**config.mk**
```make
export PLATFORM = sky130hd
export DESIGN_NAME = pkt_buf_writer
export DESIGN_NICKNAME = d
export VERILOG_FILES = /design/src/rtl/pkt_buf_writer_pkg.sv /design/src/rtl/pkt_desc_fifo.sv /design/src/rtl/pkt_buf_writer.sv
export SDC_FILE = /design/constraint.sdc
export NUM_CORES = 1
export LEC_CHECK = 0
export BUFFER_PORTS_ARGS = -buffer_cell sky130_fd_sc_hd__buf_4
export CAP_MARGIN = 20
export CORE_AREA = 2 2 442 444
export CTS_BUF_LIST = sky130_fd_sc_hd__clkbuf_4 sky130_fd_sc_hd__clkbuf_8 sky130_fd_sc_hd__clkbuf_16
export CTS_CLUSTER_DIAMETER = 30
export DETAILED_ROUTE_END_ITERATION = 12
export DIE_AREA = 0 0 444 446
export PLACE_DENSITY_LB_ADDON = 0.25
export SYNTH_ARGS = -nofsm -noshare
export SYNTH_HDL_FRONTEND = slang
export SYNTH_SLANG_ARGS = --single-unit
export TNS_END_PERCENT = 5
```
**constraint.sdc**
```tcl
create_clock -name clk -period 6.4 [get_ports clk]
set_input_delay 0 -clock clk [delete_from_list [all_inputs] [get_ports clk]]
set_output_delay 0 -clock clk [all_outputs]
set_load 0.05 [all_outputs]
```
**src/rtl/pkt_buf_writer_pkg.sv**
```systemverilog
// Shared constants for the packet-buffer writer: buffer address width, flit layout, descriptor type.
// The flit word is {sop, eop, empty[5:0], data[511:0]}, MSB first.
package pkt_buf_writer_pkg;

    localparam int PKTBUF_AWIDTH  = 6;
    localparam int DATA_W         = 512;
    localparam int EMPTY_W        = 6;
    localparam int NFLITS_W       = 5;
    localparam int FLIT_W         = 520;
    localparam int FLIT_DATA_LSB  = 0;
    localparam int FLIT_EMPTY_LSB = 512;
    localparam int FLIT_EOP_BIT   = 518;
    localparam int FLIT_SOP_BIT   = 519;

    typedef enum logic [1:0] {
        ST_IDLE  = 2'd0,
        ST_WRITE = 2'd1,
        ST_DROP  = 2'd2
    } wr_state_e;

    typedef struct packed {
        logic [PKTBUF_AWIDTH-1:0] addr;
        logic [NFLITS_W-1:0]      nflits;
    } pkt_desc_t;

    function automatic logic [FLIT_W-1:0] pack_flit(
        input logic               sop,
        input logic               eop,
        input logic [EMPTY_W-1:0] empty,
        input logic [DATA_W-1:0]  data
    );
        logic [FLIT_W-1:0] f;
        f                               = '0;
        f[FLIT_SOP_BIT]                 = sop;
        f[FLIT_EOP_BIT]                 = eop;
        f[FLIT_EMPTY_LSB +: EMPTY_W]    = empty;
        f[FLIT_DATA_LSB +: DATA_W]      = data;
        return f;
    endfunction

endpackage

```
**src/rtl/pkt_desc_fifo.sv**
```systemverilog
// Show-ahead descriptor queue between the packet writer and the downstream reader.
// The head entry is visible whenever empty is low; pop advances it.
module pkt_desc_fifo
    import pkt_buf_writer_pkg::*;
#(
    parameter int DEPTH = 8
) (
    input  logic                       clk,
    input  logic                       rst,
    input  logic                       push,
    input  pkt_desc_t                  push_desc,
    input  logic                       pop,
    output pkt_desc_t                  head,
    output logic                       full,
    output logic                       empty,
    output logic [$clog2(DEPTH):0]     level
);
    localparam int PW = $clog2(DEPTH);
    localparam int LW = PW + 1;

    pkt_desc_t       mem [DEPTH];
    logic [PW-1:0]   rd_ptr;
    logic [PW-1:0]   wr_ptr;
    logic            do_push;
    logic            do_pop;

    assign empty   = (level == '0);
    assign full    = (level == LW'(DEPTH));
    assign do_pop  = pop && !empty;
    assign do_push = push && (!full || do_pop);
    assign head    = mem[rd_ptr];

    always_ff @(posedge clk) begin
        if (rst) begin
            rd_ptr <= '0;
            wr_ptr <= '0;
            level  <= '0;
        end else begin
            if (do_push) wr_ptr <= wr_ptr + PW'(1);
            if (do_pop)  rd_ptr <= rd_ptr + PW'(1);
            level <= level + LW'(do_push) - LW'(do_pop);
        end
    end

    always_ff @(posedge clk) begin
        if (do_push) mem[wr_ptr] <= push_desc;
    end

endmodule

```
**src/rtl/pkt_buf_writer.sv**
```systemverilog
// Writes incoming Ethernet flits into the packet buffer and queues one descriptor per good packet.
//   state    | meaning
//   ST_IDLE  | between packets; non-SOP flits discarded
//   ST_WRITE | packet accepted, flits being written
//   ST_DROP  | packet rejected or aborted; discard until EOP
module pkt_buf_writer
    import pkt_buf_writer_pkg::*;
#(
    parameter int MAX_PKT_FLITS = 24,
    parameter int DESC_DEPTH    = 8
) (
    input  logic                       clk,
    input  logic                       rst,
    input  logic                       in_sop,
    input  logic                       in_eop,
    input  logic                       in_valid,
    input  logic [DATA_W-1:0]          in_data,
    input  logic [EMPTY_W-1:0]         in_empty,
    output logic                       esram_pkt_buf_wren,
    output logic [PKTBUF_AWIDTH-1:0]   esram_pkt_buf_wraddress,
    output logic [FLIT_W-1:0]          esram_pkt_buf_wrdata,
    output logic                       desc_valid,
    input  logic                       desc_ready,
    output logic [PKTBUF_AWIDTH-1:0]   desc_addr,
    output logic [NFLITS_W-1:0]        desc_nflits,
    input  logic                       free_valid,
    input  logic [NFLITS_W-1:0]        free_nflits,
    output logic [31:0]                pkt_cnt,
    output logic [31:0]                drop_cnt
);
    localparam int FW = PKTBUF_AWIDTH + 1;
    localparam int LW = $clog2(DESC_DEPTH) + 1;
    localparam logic [FW-1:0]       FREE_RESET  = FW'(1 << PKTBUF_AWIDTH);
    localparam logic [FW-1:0]       MAX_FLITS_F = FW'(MAX_PKT_FLITS);
    localparam logic [NFLITS_W-1:0] MAX_FLITS_N = NFLITS_W'(MAX_PKT_FLITS);

    wr_state_e                state;
    logic [PKTBUF_AWIDTH-1:0] wr_ptr;
    logic [FW-1:0]            free_flits;
    logic [PKTBUF_AWIDTH-1:0] pkt_start;
    logic [NFLITS_W-1:0]      pkt_nflits;
    logic                     push_pend;
    pkt_desc_t                push_desc;

    pkt_desc_t                q_head;
    logic                     q_full;
    logic                     q_empty;
    logic [LW-1:0]            q_level;

    logic                     in_pkt;
    logic                     abort;
    logic                     oversize;
    logic                     rollback;
    logic                     sop_eval;
    logic                     q_room;
    logic                     accept;
    logic                     cont;
    logic                     write_flit;
    logic [PKTBUF_AWIDTH-1:0] base_ptr;
    logic [FW-1:0]            base_free;
    logic [FW-1:0]            free_inc;
    logic [FW-1:0]            free_next;
    logic [31:0]              n_drops;

    pkt_desc_fifo #(
        .DEPTH (DESC_DEPTH)
    ) u_desc_fifo (
        .clk       (clk),
        .rst       (rst),
        .push      (push_pend),
        .push_desc (push_desc),
        .pop       (desc_ready),
        .head      (q_head),
        .full      (q_full),
        .empty     (q_empty),
        .level     (q_level)
    );

    assign desc_valid  = !q_empty;
    assign desc_addr   = q_head.addr;
    assign desc_nflits = q_head.nflits;

    // An abort or oversize rolls pointer and space back first, so a new SOP in
    // the same cycle is judged against the restored values.
    always_comb begin
        in_pkt     = (state == ST_WRITE) && in_valid;
        abort      = in_pkt && in_sop;
        oversize   = in_pkt && !in_sop && (pkt_nflits == MAX_FLITS_N);
        rollback   = abort || oversize;
        base_ptr   = rollback ? pkt_start : wr_ptr;
        base_free  = rollback ? (free_flits + FW'(pkt_nflits)) : free_flits;
        sop_eval   = in_valid && in_sop && (state != ST_DROP);
        // A descriptor still in the push register counts against queue space.
        q_room     = !q_full && ((LW + 1)'(q_level) + (LW + 1)'(push_pend) < (LW + 1)'(DESC_DEPTH));
        accept     = sop_eval && (base_free >= MAX_FLITS_F) && q_room;
        cont       = in_pkt && !in_sop && !oversize;
        write_flit = accept || cont;
        free_inc   = free_valid ? FW'(free_nflits) : '0;
        free_next  = base_free - FW'(write_flit) + free_inc;
        n_drops    = 32'(rollback) + 32'(sop_eval && !accept);
    end

    always_ff @(posedge clk) begin
        if (rst) begin
            state                   <= ST_IDLE;
            wr_ptr                  <= '0;
            free_flits              <= FREE_RESET;
            pkt_start               <= '0;
            pkt_nflits              <= '0;
            push_pend               <= 1'b0;
            push_desc               <= '0;
            esram_pkt_buf_wren      <= 1'b0;
            esram_pkt_buf_wraddress <= '0;
            esram_pkt_buf_wrdata    <= '0;
            pkt_cnt                 <= '0;
            drop_cnt                <= '0;
        end else begin
            esram_pkt_buf_wren <= write_flit;
            if (write_flit) begin
                esram_pkt_buf_wraddress <= base_ptr;
                esram_pkt_buf_wrdata    <= pack_flit(in_sop, in_eop, in_empty, in_data);
            end
            wr_ptr     <= base_ptr + PKTBUF_AWIDTH'(write_flit);
            free_flits <= free_next;
            drop_cnt   <= drop_cnt + n_drops;
            pkt_cnt    <= pkt_cnt + 32'(push_pend);
            push_pend  <= write_flit && in_eop;

            if (accept) begin
                pkt_start  <= base_ptr;
                pkt_nflits <= NFLITS_W'(1);
            end else if (cont) begin
                pkt_nflits <= pkt_nflits + NFLITS_W'(1);
            end

            if (write_flit && in_eop) begin
                push_desc.addr   <= accept ? base_ptr : pkt_start;
                push_desc.nflits <= accept ? NFLITS_W'(1) : pkt_nflits + NFLITS_W'(1);
            end

            case (state)
                ST_IDLE, ST_WRITE: begin
                    if (in_valid) begin
                        if (in_sop) begin
                            if (in_eop)      state <= ST_IDLE;
                            else if (accept) state <= ST_WRITE;
                            else             state <= ST_DROP;
                        end else if (state == ST_WRITE) begin
                            if (oversize)    state <= in_eop ? ST_IDLE : ST_DROP;
                            else if (in_eop) state <= ST_IDLE;
                        end
                    end
                end
                ST_DROP: begin
                    if (in_valid && in_eop) state <= ST_IDLE;
                end
                default: state <= ST_IDLE;
            endcase
        end
    end

endmodule

```
## After elaboration in Yosys (flattened, before gate mapping)

Memories as Yosys holds them, arrays and structs flattened. A register that Yosys moved wholly into a read port is not among the register bits.
Cells that the tools add are included.

- Add/subtract/negate cells: 13
- Multipliers: 0
- Div/mod/pow operators: 0
- Order comparisons: 2
- Eq/ne operators: 9
- Shift-type cells: 0
- Mux-type cells: 21
- Bitwise operators: 0
- Reductions and logical operators: 29

Operators by type and width:

| kind | count |
|---|---|
| $add A32 B1 Y32 | 1 |
| $add A32 B2 Y32 | 1 |
| $mux W2 | 9 |
| $logic_and A1 B1 Y1 | 15 |
| $add A7 B5 Y7 | 2 |
| $mux W6 | 2 |
| $mux W5 | 2 |
| $ge A7 B5 Y1 const B | 1 |
| $mux W7 | 1 |
| $sub A7 B1 Y7 | 1 |
| $add A3 B1 Y3 const B | 2 |
| $add A6 B1 Y6 | 1 |
| $mux W3 | 2 |
| $ne A2 B2 Y1 const B | 3 |
| $add A4 B1 Y5 | 1 |
| $add A5 B1 Y5 const B | 1 |
| $eq A5 B5 Y1 const B | 1 |
| $logic_not A1 Y1 | 5 |
| $lt A5 B4 Y1 const B | 1 |
| $add A4 B1 Y4 | 1 |
| $eq A4 B4 Y1 const B | 1 |
| $logic_not A4 Y1 | 1 |
| $mux W1 | 4 |
| $ne A4 B4 Y1 const B | 1 |
| other kinds (11) | 14 |

- Register bits: 639
- Latch bits: 0
- Bits in writable memories: 88
- Memory bits (read-only): 0
- Input port bits: 530
- Logic and storage cells: 92
- Memories kept: 1

Memory list:

| memory | depth | width | read ports | clocked after Yosys merged registers in | write ports | line | RTL |
|---|---|---|---|---|---|---|---|
| u_desc_fifo.mem | 8 | 11 | 1 | 1 | 1 | pkt_desc_fifo.sv:21 | `pkt_desc_t mem [DEPTH];` |

## Longest topological paths before layout

- Depth after elaboration: 14
- Depth in mapped cells: 25
- Depth with buffers taken out: 22

## Hierarchy

A second synthesis with hierarchy kept.

- Cell total of the unflattened synthesis: 3068
- Area, all modules: 26967.1 um^2

By module, submodules not included:

| module | instances | cells an instance | area each (um^2) | seq. area each (um^2) |
|---|---|---|---|---|
| pkt_buf_writer | 1 | 2852 | 22903.2 | 12592.1 |
| pkt_desc_fifo | 1 | 216 | 4063.9 | 2902.8 |

## Worst setup path after synthesis

OpenSTA, ideal clock, no wires.

- Kind: register -> register
- Start point: register pkt_nflits[1]
- End point: register free_flits[6]
- Library setup time: 0.120 ns
- Arrival time: 4.608 ns
- Data required time: 6.280 ns
- Path slack: 1.672 ns
- Stages on the path, launching flop included: 26
- Period minus slack after synthesis: 4.728 ns
- Cells stage by stage: dfxtp_1 inv_1 ha_1 and4b_1 o21ai_2 buf_2 buf_1 nor2_1 xnor2_1 ha_1 a21o_1 o221ai_1 a31o_1 inv_2 buf_6 buf_2 ha_1 inv_1 ha_1 fa_1 a21o_1 a21oi_1 o21bai_1 a21oi_1 xnor2_1 nand2_1

- Word-level cells in the longest chain between the ends: 10
- Elaborated cells between the ends (all ways): 13

Ends and longest elaborated chain:

| item | line | RTL |
|---|---|---|
| start, declared | pkt_buf_writer.sv:41 | `logic [NFLITS_W-1:0] pkt_nflits;` |
| start signal, assigned | pkt_buf_writer.sv:133 | `pkt_nflits <= pkt_nflits + NFLITS_W'(1);` |
| branches (longest 7 deep; another with $add A7 B5 Y7) | - |  |
| $logic_or A1 B1 Y1 (*) | pkt_buf_writer.sv:97 | `write_flit = accept \|\| cont;` |
| net write_flit | pkt_buf_writer.sv:58 | `logic write_flit;` |
| $sub A7 B1 Y7 (*) | pkt_buf_writer.sv:99 | `free_next = base_free - FW'(write_flit) + free_inc;` |
| $add A7 B5 Y7 (*) | pkt_buf_writer.sv:99 |  |
| end signal, assigned | pkt_buf_writer.sv:124 | `free_flits <= free_next;` |
| end, declared | pkt_buf_writer.sv:39 | `logic [FW-1:0] free_flits;` |

Mark *: on every way through the listed nets, which the timed path passes.
A chain may end at the register's enable or synchronous reset.

## Worst setup path after layout

- Start point: register pkt_nflits[0]
- End point: register esram_pkt_buf_wrdata[407]

- Word-level cells in the longest chain between the ends: 8
- Elaborated cells between the ends (all ways): 11

Ends and longest elaborated chain:

| item | line | RTL |
|---|---|---|
| branches (longest 7 deep; another with $add A7 B5 Y7) | - |  |
| $logic_or A1 B1 Y1 (*) | pkt_buf_writer.sv:97 |  |
| end signal, assigned | pkt_buf_writer.sv:121 | `esram_pkt_buf_wrdata <= pack_flit(in_sop, in_eop, in_empty, in_data);` |
| end, declared | pkt_buf_writer.sv:21 | `output logic [FLIT_W-1:0] esram_pkt_buf_wrdata,` |

Every way passes the cells marked *.

==> flow_metrics.env <==
export IMPL_numCtsBuffers=232
export IMPL_dieArea_mm2=0.198
export IMPL_drtAntennaViolNets=0
export IMPL_synth_most_common_cell="nand2_1"
export IMPL_timing_fmax_mhz=200
export IMPL_ys_ff_latch=730
export IMPL_cp_num_buf_inv=4
export IMPL_p_leak_nw=23.4
export IMPL_synthDistinctLibCells=52
export IMPL_yosys_area_top_type="dfxtp_1"
export IMPL_synthAdderAreaFrac=0.0193
export IMPL_postCtsSetupBuffers=0
export IMPL_dr_total_vias=30194
export IMPL_synth_top_cells_by_count="nand2_1, dfxtp_1, a21oi_1, nor2_1, buf_2"
export IMPL_die_x_um=444
export IMPL_synth_avg_cell_area_um2=8.82
export IMPL_drtIter0Drc=1692
export IMPL_clock_latency_ns=0.82
export IMPL_ys_warnings_count=0
export IMPL_grt_max_degree=187
export IMPL_finalHoldViolations=0
export IMPL_dpl_hpwl_um=109000
export IMPL_synthTopCellsByArea="dfxtp_1, nand2_1, a21oi_1, edfxtp_1, buf_2"
export IMPL_grt_pass1_wl_um=213000
export IMPL_antenna_found_initial=49
export IMPL_grtUsageTotal=0.147
export IMPL_wl_um=152000
export IMPL_area_growth_syn_to_layout_pct=110
export IMPL_endpoint_kind="flop"
export IMPL_power_density_mw_per_mm2=395
export IMPL_via_per_inst=3.77
export IMPL_synth_mux_area_frac=0.0269
export IMPL_die_h_um=446
export IMPL_ctsLongestPathBuffers=3
export IMPL_synthXorXnorAreaFrac=0.0252
export IMPL_synthDominantCellAreaShare=0.480
export IMPL_core_mm2=0.194
export IMPL_htree_levels=4
export IMPL_layout_drive_gt1_share=0.300
export IMPL_setup_viol=0
export IMPL_synthSimpleGateAreaFrac=0.194
export IMPL_tightest_slew_ns=1.33
export IMPL_ctsResizeCount=0
export IMPL_arrival_ns=5.73
export IMPL_clkTransAtPathRegs_ns=0.04
export IMPL_place_congestion=0.843
export IMPL_rows=162
export IMPL_cts_sinks=730
export IMPL_relSlewSlack=0.112
export IMPL_worstSetupPathType="flop to flop"
export IMPL_cp_slowest_cell="dlygate4sd3_1"
export IMPL_drc=0
export IMPL_fin_worst_skew_ns=0.0543
export IMPL_critical_path_max_fanout=166
export IMPL_synth_ff_type="dfxtp_1"
export IMPL_seq_area_frac_synth=0.578
export IMPL_grt_pass1_vias=31014
export IMPL_start_kind="flop"
export IMPL_tns_ns=0
export IMPL_maxCapViolations=0
export IMPL_synth_net_count=3608
export IMPL_cp_top_family="buffers and inverters"
export IMPL_ir_worst_vdd_v=0.000256
export IMPL_num_nets_final=5809
export IMPL_netlist_instances=3039
export IMPL_hold_class="input port to flop"
export IMPL_synth_edf_count=88
export IMPL_port_buffers=1132
export IMPL_start_util=0.138
export IMPL_grt_overflow=0
export IMPL_wl_per_cell_um=19.0
export IMPL_syn_area_mm2=0.0268
export IMPL_fin_cells=8001
export IMPL_finalCriticalPeriod_ns=5.01
export IMPL_post_place_cells=6542
export IMPL_synth_top_family_by_area="simple AND/OR/NAND/NOR gates"
export IMPL_rsz0062_at_grt="no"
export IMPL_top_level_ports=1133
export IMPL_synth_compound_area_frac=0.118
export IMPL_cts_tree="built"
export IMPL_ys_async_sr_fraction=0
export IMPL_required_ns=7.12
export IMPL_finalCritPeriodShare=0.783
export IMPL_first_pass_iters=7
export IMPL_run_status="completed"
export IMPL_cpPeakStageDelay_ns=0.59
export IMPL_finalMaxSlewViolations=0
export IMPL_path_cells="ha_1 -> inv_1 -> fa_1 -> nor2b_1 -> o311ai_0 -> a211oi_1 -> xnor2_1 -> ha_1 -> a21o_1 -> o221ai_1 -> a31o_4 -> buf_12 -> buf_12 -> nand2_1 -> a21oi_1 -> dlygate4sd3_1"
export IMPL_root_buffer="clkbuf_16"
sequential cells by signal, indices dropped and copies added, names as in the netlist, named ones only:
name and flops:
free_flits 7, u_desc_fifo.mem 88, pkt_nflits 5, state 2, pkt_start 6, esram_pkt_buf_wren 1
pkt_cnt 32, wr_ptr 6, u_desc_fifo.level 4, esram_pkt_buf_wraddress 6, u_desc_fifo.wr_ptr 3, u_desc_fifo.rd_ptr 3
push_pend 1, drop_cnt 32, esram_pkt_buf_wrdata 520, push_desc 11
layout by cell type (no fill, tap or decap), types with 7 or more instances in the layout:
cell type / synthesis / final
o21ai_0: 14 / 14
clkbuf_8: 0 / 48
a21o_1: 7 / 7
mux2_2: 12 / 12
clkbuf_4: 0 / 37
xor2_1: 53 / 53
dlygate4sd3_1: 0 / 1006
nand3_1: 29 / 29
nor2b_1: 9 / 9
inv_1: 35 / 35
a21oi_1: 548 / 548
and4_1: 8 / 8
nand2_1: 1082 / 1082
mux4_2: 22 / 22
and3_1: 13 / 13
buf_12: 0 / 9
diode_2: 0 / 27
clkinvlp_4: 0 / 7
edfxtp_1: 88 / 88
nand4_1: 13 / 13
clkinv_16: 0 / 7
bufinv_16: 0 / 27
clkbuf_16: 0 / 232
nand2b_1: 7 / 7
buf_4: 6 / 1149
a211oi_1: 12 / 12
dfxtp_1: 642 / 641
nor2_1: 114 / 114
xnor2_1: 24 / 24
or3_1: 13 / 13
mux2i_1: 9 / 9
clkinv_2: 0 / 56
ha_1: 35 / 35
nor3_1: 12 / 10
metrics by stage:
step	power, W	hold slack, ns	setup WS [ns]	instance area (um^2)	util
global placement	0.0100	0.256	1.61	37900	0.196
global route	0.0231	0.0344	0.973	56300	0.291
floorplan	0.00829	0.140	1.67	26800	-
detailed placement	0.0101	0.260	1.60	37900	0.196
CTS	0.0225	0.000770	1.35	56200	0.290
finish	0.0222	0.0767	1.39	56300	0.291
power breakdown:
part | internal, W | switching, W
Combinational | 0.00180 | 0.00328
Clock | 0.00834 | 0.00340
Sequential | 0.00511 | 0.000321
Total | 0.0152 | 0.00700
final cells by class:
cell class	instances	area [um^2]
Multi-Input combinational cell	2075	10300
Sequential cell	730	15500
Inverter	36	143
Timing Repair Buffer	2165	18900
Fill cell	20295	137000
Tap cell	2542	3180
Antenna cell	27	67.6
Clock buffer	317	6740
Clock inverter	109	1480
per-layer routing:
layer / track usage / vias up / routed length (um)
met2: 0.246 / 995 / 74200
met4: 0.0686 / 24 / 6580
met5: 0 / - / 163
met3: 0.0505 / 320 / 10900
li1: - / 14562 / -
met1: 0.167 / 14293 / 60500
worst register-to-register path, stage by stage (launching register included):
cell and delay [ns]:
dfxtp_1 0.37, ha_1 0.19, inv_1 0.06, fa_1 0.40, nor2b_1 0.17, o311ai_0 0.14, a211oi_1 0.33, xnor2_1 0.16
ha_1 0.23, a21o_1 0.16, o221ai_1 0.22, a31o_4 0.26, buf_12 0.52, buf_12 0.59, nand2_1 0.34, a21oi_1 0.20
dlygate4sd3_1 0.60
worst paths after layout:
path / startpoint / to / slack (ns) / depth (start not counted)
worst max-delay path: pkt_nflits[0] / esram_pkt_buf_wrdata[407] / 1.39 / 16
worst min-delay path: in_data[426] / esram_pkt_buf_wrdata[426] / 0.08 / 4
worst max register to register: pkt_nflits[0] / esram_pkt_buf_wrdata[407] / 1.39 / 16
worst min register to register: esram_pkt_buf_wrdata[254] / esram_pkt_buf_wrdata[254] / 0.45 / 2
what timing repair did:
item,4_1_cts,5_1_grt
setup endpoints to repair,0,0
endpoints found under the hold margin,589,0
hold buffers,1006,0
cell families (layout without fill, tap and decap cells):
| kind of cell | after synthesis | after routing |
|---|---|---|
| and+or+nand+nor | 1312 | 1312 |
| DFF | 730 | 730 |
| AOI/OAI and AO/OA | 604 | 604 |
| buffers and inverters | 234 | 2627 |
| xor gates and xnor gates | 77 | 77 |
| muxes | 43 | 43 |
| adders and majority gates | 39 | 39 |
| other | 0 | 27 |
Note: power is estimated with default switching activity, not from simulation.
